--- src/rtl/muldiv_unit.sv ---
// muldiv_unit: iterative RV32M-style multiply/divide, one bit per cycle; divide path present only with MULDIV_DIV_EN
module muldiv_unit #(
    parameter int XLEN  = 32,
    parameter int TAG_W = 5
) (
    input  logic             clk,
    input  logic             rst_n,
    input  logic             flush,
    input  logic             in_valid,
    output logic             in_ready,
    input  logic [2:0]       in_funct3,
    input  logic [XLEN-1:0]  in_op1,
    input  logic [XLEN-1:0]  in_op2,
    input  logic [TAG_W-1:0] in_tag,
    output logic             out_valid,
    input  logic             out_ready,
    output logic [XLEN-1:0]  out_result,
    output logic [TAG_W-1:0] out_tag,
    output logic             out_err,
    output logic             busy
);
    localparam int CW = $clog2(XLEN + 1);
    typedef enum logic [1:0] {IDLE, CALC, DONE} state_t;
    state_t state, state_nx;
    logic [2:0] f3;
    logic [XLEN-1:0] b;
    logic [2*XLEN-1:0] prod, prod_nx, p_fix;
    logic [CW-1:0] cnt;
    logic s1, s2, a_sgn, b_sgn, a_neg, b_neg, accept, quick, quick_err;
    logic [XLEN-1:0] a_mag, b_mag, quick_res, fix_res, mul_res;
    logic [XLEN:0] hi_sum;
    assign in_ready  = state == IDLE && !flush;
    assign accept    = in_valid && in_ready;
    assign out_valid = state == DONE;
    assign busy      = state != IDLE;
    always_comb begin
        a_sgn = in_funct3[2] ? !in_funct3[0] : (in_funct3[1] ^ in_funct3[0]);
        b_sgn = in_funct3[2] ? !in_funct3[0] : (in_funct3[1:0] == 2'b01);
        a_neg = a_sgn && in_op1[XLEN-1];
        b_neg = b_sgn && in_op2[XLEN-1];
        a_mag = a_neg ? -in_op1 : in_op1;
        b_mag = b_neg ? -in_op2 : in_op2;
`ifdef MULDIV_DIV_EN
        // zero divisor and signed overflow bypass the iteration entirely
        quick = in_funct3[2] && (in_op2 == '0 || (!in_funct3[0] && in_op1 == {1'b1, {(XLEN-1){1'b0}}} && &in_op2));
        quick_res = in_op2 == '0 ? (in_funct3[1] ? in_op1 : '1) : (in_funct3[1] ? '0 : in_op1);
        quick_err = 1'b0;
`else
        quick     = in_funct3[2];
        quick_res = '0;
        quick_err = 1'b1;
`endif
    end
    always_comb begin
        hi_sum  = {1'b0, prod[2*XLEN-1:XLEN]} + (prod[0] ? {1'b0, b} : '0);
        prod_nx = {hi_sum, prod[XLEN-1:1]};
        p_fix   = (s1 ^ s2) ? -prod : prod;
        mul_res = f3[1:0] == 2'b00 ? p_fix[XLEN-1:0] : p_fix[2*XLEN-1:XLEN];
        fix_res = f3[2] ? '0 : mul_res;
`ifdef MULDIV_DIV_EN
        begin : div_path
            logic [XLEN:0] r_sh, r_sub;
            logic ge;
            logic [XLEN-1:0] q_fix, r_fix;
            // restoring step: remainder in the high half, dividend shifts out / quotient shifts in low
            r_sh  = {prod[2*XLEN-1:XLEN], prod[XLEN-1]};
            r_sub = r_sh - {1'b0, b};
            ge    = r_sh >= {1'b0, b};
            if (f3[2]) prod_nx = {ge ? r_sub[XLEN-1:0] : r_sh[XLEN-1:0], prod[XLEN-2:0], ge};
            q_fix = (s1 ^ s2) ? -prod[XLEN-1:0] : prod[XLEN-1:0];
            r_fix = s1 ? -prod[2*XLEN-1:XLEN] : prod[2*XLEN-1:XLEN];
            fix_res = !f3[2] ? mul_res : f3[1] ? r_fix : q_fix;
        end
`endif
    end
    always_comb begin
        state_nx = flush ? IDLE
                 : state == IDLE ? (accept ? (quick ? DONE : CALC) : IDLE)
                 : state == CALC ? (cnt == '0 ? DONE : CALC)
                 : (out_ready ? IDLE : DONE);
    end
    always_ff @(posedge clk or negedge rst_n)
        if (!rst_n) state <= IDLE;
        else state <= state_nx;
    always_ff @(posedge clk or negedge rst_n) begin
        if (!rst_n) begin
            f3         <= '0;
            b          <= '0;
            prod       <= '0;
            s1         <= 1'b0;
            s2         <= 1'b0;
            cnt        <= '0;
            out_result <= '0;
            out_tag    <= '0;
            out_err    <= 1'b0;
        end else if (accept) begin
            f3         <= in_funct3;
            b          <= b_mag;
            prod       <= {{XLEN{1'b0}}, a_mag};
            s1         <= a_neg;
            s2         <= b_neg;
            out_tag    <= in_tag;
            cnt        <= quick ? '0 : CW'(XLEN);
            out_result <= quick ? quick_res : '0;
            out_err    <= quick && quick_err;
        end else if (state == CALC && !flush) begin
            if (cnt != '0) begin
                prod <= prod_nx;
                cnt  <= cnt - 1'b1;
            end else begin
                out_result <= fix_res;
            end
        end
    end
endmodule

--- config.mk ---
export PLATFORM = sky130hd
export DESIGN_NAME = muldiv_unit
export DESIGN_NICKNAME = d
export VERILOG_FILES = /design/src/rtl/muldiv_unit.sv
export SDC_FILE = /design/constraint.sdc
export NUM_CORES = 1
export LEC_CHECK = 0
export BUFFER_PORTS_ARGS = -buffer_cell sky130_fd_sc_hd__buf_2
export CORE_UTILIZATION = 50
export DETAILED_ROUTE_END_ITERATION = 8
export PLACE_DENSITY = 0.76
export SLEW_MARGIN = 20
export SYNTH_ARGS = -nofsm -noshare
export SYNTH_HDL_FRONTEND = slang
export SYNTH_SLANG_ARGS = --single-unit
--- constraint.sdc ---
create_clock -name clk -period 7.95 [get_ports clk]
set_clock_uncertainty 0.05 [all_clocks]
set_input_delay 0 -clock clk [delete_from_list [all_inputs] [get_ports clk]]
set_output_delay 0 -clock clk [all_outputs]
set_load 0.02 [all_outputs]
==> results.cfg <==
[clock_tree]
cts_made_buffers = 17
root_buffer = clkbuf_16
cts.sinks = 146
clock_latency_ns = 0.44
cts_buffer_depth = 2
cts_resized = 0
cts_tree = built
hold_buffers = 87
clk_pin_slew_ns = 0.07
postCtsSetupRepairBufs = 0
cts-htree-levels = 4

[floorplanning]
io_pins = 118
chipHeight_microns = 147.3
num_rows = 52
initial_core_util_pct = 51.53
die-area_sq_um = 21710
die_w_microns = 147.3
core_area_sq_um = 20490

[timing]
whs_ns = 0.01765
finalWorstSetupSlack_ns = 4.191
fmax_mhz = 266.0
maxSlewViolCount = 0
period_needed_ns = 3.759
hold_violations = 0
grt_setup_unrepaired = false
finalSetupTns_ns = 0
setup_viol_count_final = 0
finalCritPeriodShare_pct = 47.28
tightestPinTransition_ns = 1.111
slew_headroom_pct = 25.74

[layout]
nets = 1535
nFillCells = 1716
multi_input_area_sq_um = 6555
n_antenna_cell = 0
drive_gt1_share_pct = 13.34
syn_to_final_growth_pct = 20.84
register_area_sq_um = 3654

[synthesis]
yosysSeqAreaShare_pct = 34.59
synth-warning-count = 0
async_flop_share_pct = 100.0
synth_seq_cells = 146
synth_edf_count = 0
synth.distinct_cells = 78
syn-num-nets = 1380
avgSynthCellArea_sq_um = 8.356
synthesis.area_sq_um = 10560
ys.flop_type = dfrtp_1
postSynthCellCount = 1264

[power]
p_leak_nw = 5.633
pwr-share-clk_pct = 21.3
p_comb_share_pct = 44.2
switchingPower_mw = 1.707
power_density_nw_per_um2 = 302.8
p_sw_share_pct = 44.16
p_int_mw = 2.158
seq_power_share_pct = 34.5
ir_worst_vdd_mv = 0.1604

[grt]
grt_usage_pct = 29.02
grt_pass1_vias = 9906
antenna_found_initial = 0
grt_overflow = 0
grt_start_max_net_pins = 102
grt_pass1_wl_microns = 50630

[drt]
initialDrtViolationCount = 789
drc_errors = 0
wl_microns = 31080
viasPerCell = 6.136
dr.pass1.iters = 5
drtAntennaViolNets = 0
routedWlPerCell_microns = 18.26
vias = 10443

[setup_path]
critPathMaxStageDelay_ns = 0.70
crit_chain = and2_1, ha_1, fa_1, a21o_1, a31o_2, a211oi_1, o21ai_1, o21ai_0, and3_1, o31ai_1
required_ns = 8.17
arrival_ns = 3.98
critical_path.slowest_cell = dfrtp_1
worstPathMaxFanout = 36
start_kind = register
critPathKind = reg2reg
cp-end-kind = register

[run_status]
status = completed

[placed_design]
place.gp.congestion = 0.9186
port_buffers = 117
hpwlAfterDp_microns = 21620
post-place-ws_ns = 4.244

[run]
maxCapViolCount = 0

[hold_path]
min_path_type = in2reg
[sequential cells by signal, summed over array words and instances, names as in the netlist]
signal,cells
s1,1
prod,64
f3,2
state,2
s2,1
out_err,1
cnt,6
out_tag,5
b,32
out_result,32
[cell usage after synthesis, drive strengths merged, types with 16 or more instances]
master,number,area (sq um)
a21oi,65,325.3
clkbuf,67,251.5
nand2,133,499.2
xnor2,72,630.6
and2,38,237.7
dfrtp,146,3654
o21ai,152,760.7
nor2,82,307.8
nor3,30,155.1
or3,16,100.1
inv,24,90.09
nor4,27,202.7
o31ai,20,155.1
xor2,61,534.3
nand3,41,210.2
a22oi,47,352.8
ha,38,475.5
[through the flow]
stage | total power [mW] | area (sq um) | utilization, % | std cells
detailed placement | 2.965 | 11290 | 55.10 | 1583
CTS | 3.842 | 12760 | 62.26 | 1702
floorplan | 2.470 | 10560 | - | 1264
global placement | 2.925 | 11290 | 55.10 | 1583
global route | 4.107 | 12760 | 62.27 | 1702
finish | 3.865 | 12760 | 62.27 | 1702
[power groups by stage]
stage	combinational, mW	sequential [mW]	clock (mW)
2_1_floorplan	1.24	1.23	0
3_3_place_gp	1.60	1.32	0
3_5_place_dp	1.63	1.33	0
4_1_cts	1.69	1.32	0.832
5_1_grt	1.89	1.36	0.859
6_report	1.71	1.33	0.823
[area by class of cell]
cell class,count,share of cell area [%]
clock inverter,15,1.333
timing repair buffer,213,11.99
multi-input combinational,1017,51.36
sequential,146,28.63
inverter,24,0.7059
tap,270,2.647
clock buffer,17,3.333
[worst paths after layout]
path,start,to,slack [ns],cells after the start
setup reg to reg,prod[0],prod[59],4.19,10
hold / removal,in_op1[1],prod[1],0.02,5
min in group asynchronous,rst_n,prod[10],0.17,2
setup / recovery,prod[0],prod[59],4.19,10
max in group asynchronous,rst_n,prod[59],6.53,3
hold reg to reg,out_tag[4],out_tag[4],0.42,2
[cells in the final DEF (no fill, tap or decap), types with 15 or more instances in the layout]
cell type | netlist | layout
a22oi_1 | 47 | 47
a21oi_1 | 65 | 65
o31ai_1 | 19 | 19
dfrtp_1 | 146 | 146
or3_1 | 16 | 16
xnor2_1 | 72 | 71
and2_1 | 38 | 38
nor2_1 | 82 | 78
ha_1 | 38 | 38
clkbuf_16 | 0 | 17
dlygate4sd3_1 | 0 | 87
a31oi_1 | 15 | 15
o21ai_0 | 146 | 146
buf_2 | 2 | 116
inv_1 | 24 | 24
nand3_1 | 40 | 40
nor4_1 | 23 | 23
xor2_1 | 61 | 60
nor3_1 | 29 | 29
nand2_1 | 133 | 132
[metal layers]
metal	global-route usage (%)	vias up	wire, microns
li1	-	4942	-
met5	0	-	0
met3	4.286	51	1871
met2	47.31	377	14620
met1	39.65	5073	13940
met4	9.124	0	647
[worst max-delay path, delay by kind of cell (launching register included)]
family / cells / cell delay [ns]
compound gates: 6 / 1.69
fa+ha+maj: 2 / 0.66
flops: 1 / 0.70
simple gates: 2 / 0.50
[cells by family (layout without fill, tap and decap cells)]
family	after synthesis	after routing	share of synthesized area (%)
buf+inv	101	269	3.649
mux	7	7	0.6753
fa+ha+maj	39	39	4.691
flops	146	146	34.59
compound gates	397	397	23.91
simple gates	441	441	21.45
xor+xnor	133	133	11.03
(Power assumes the default switching activity.)
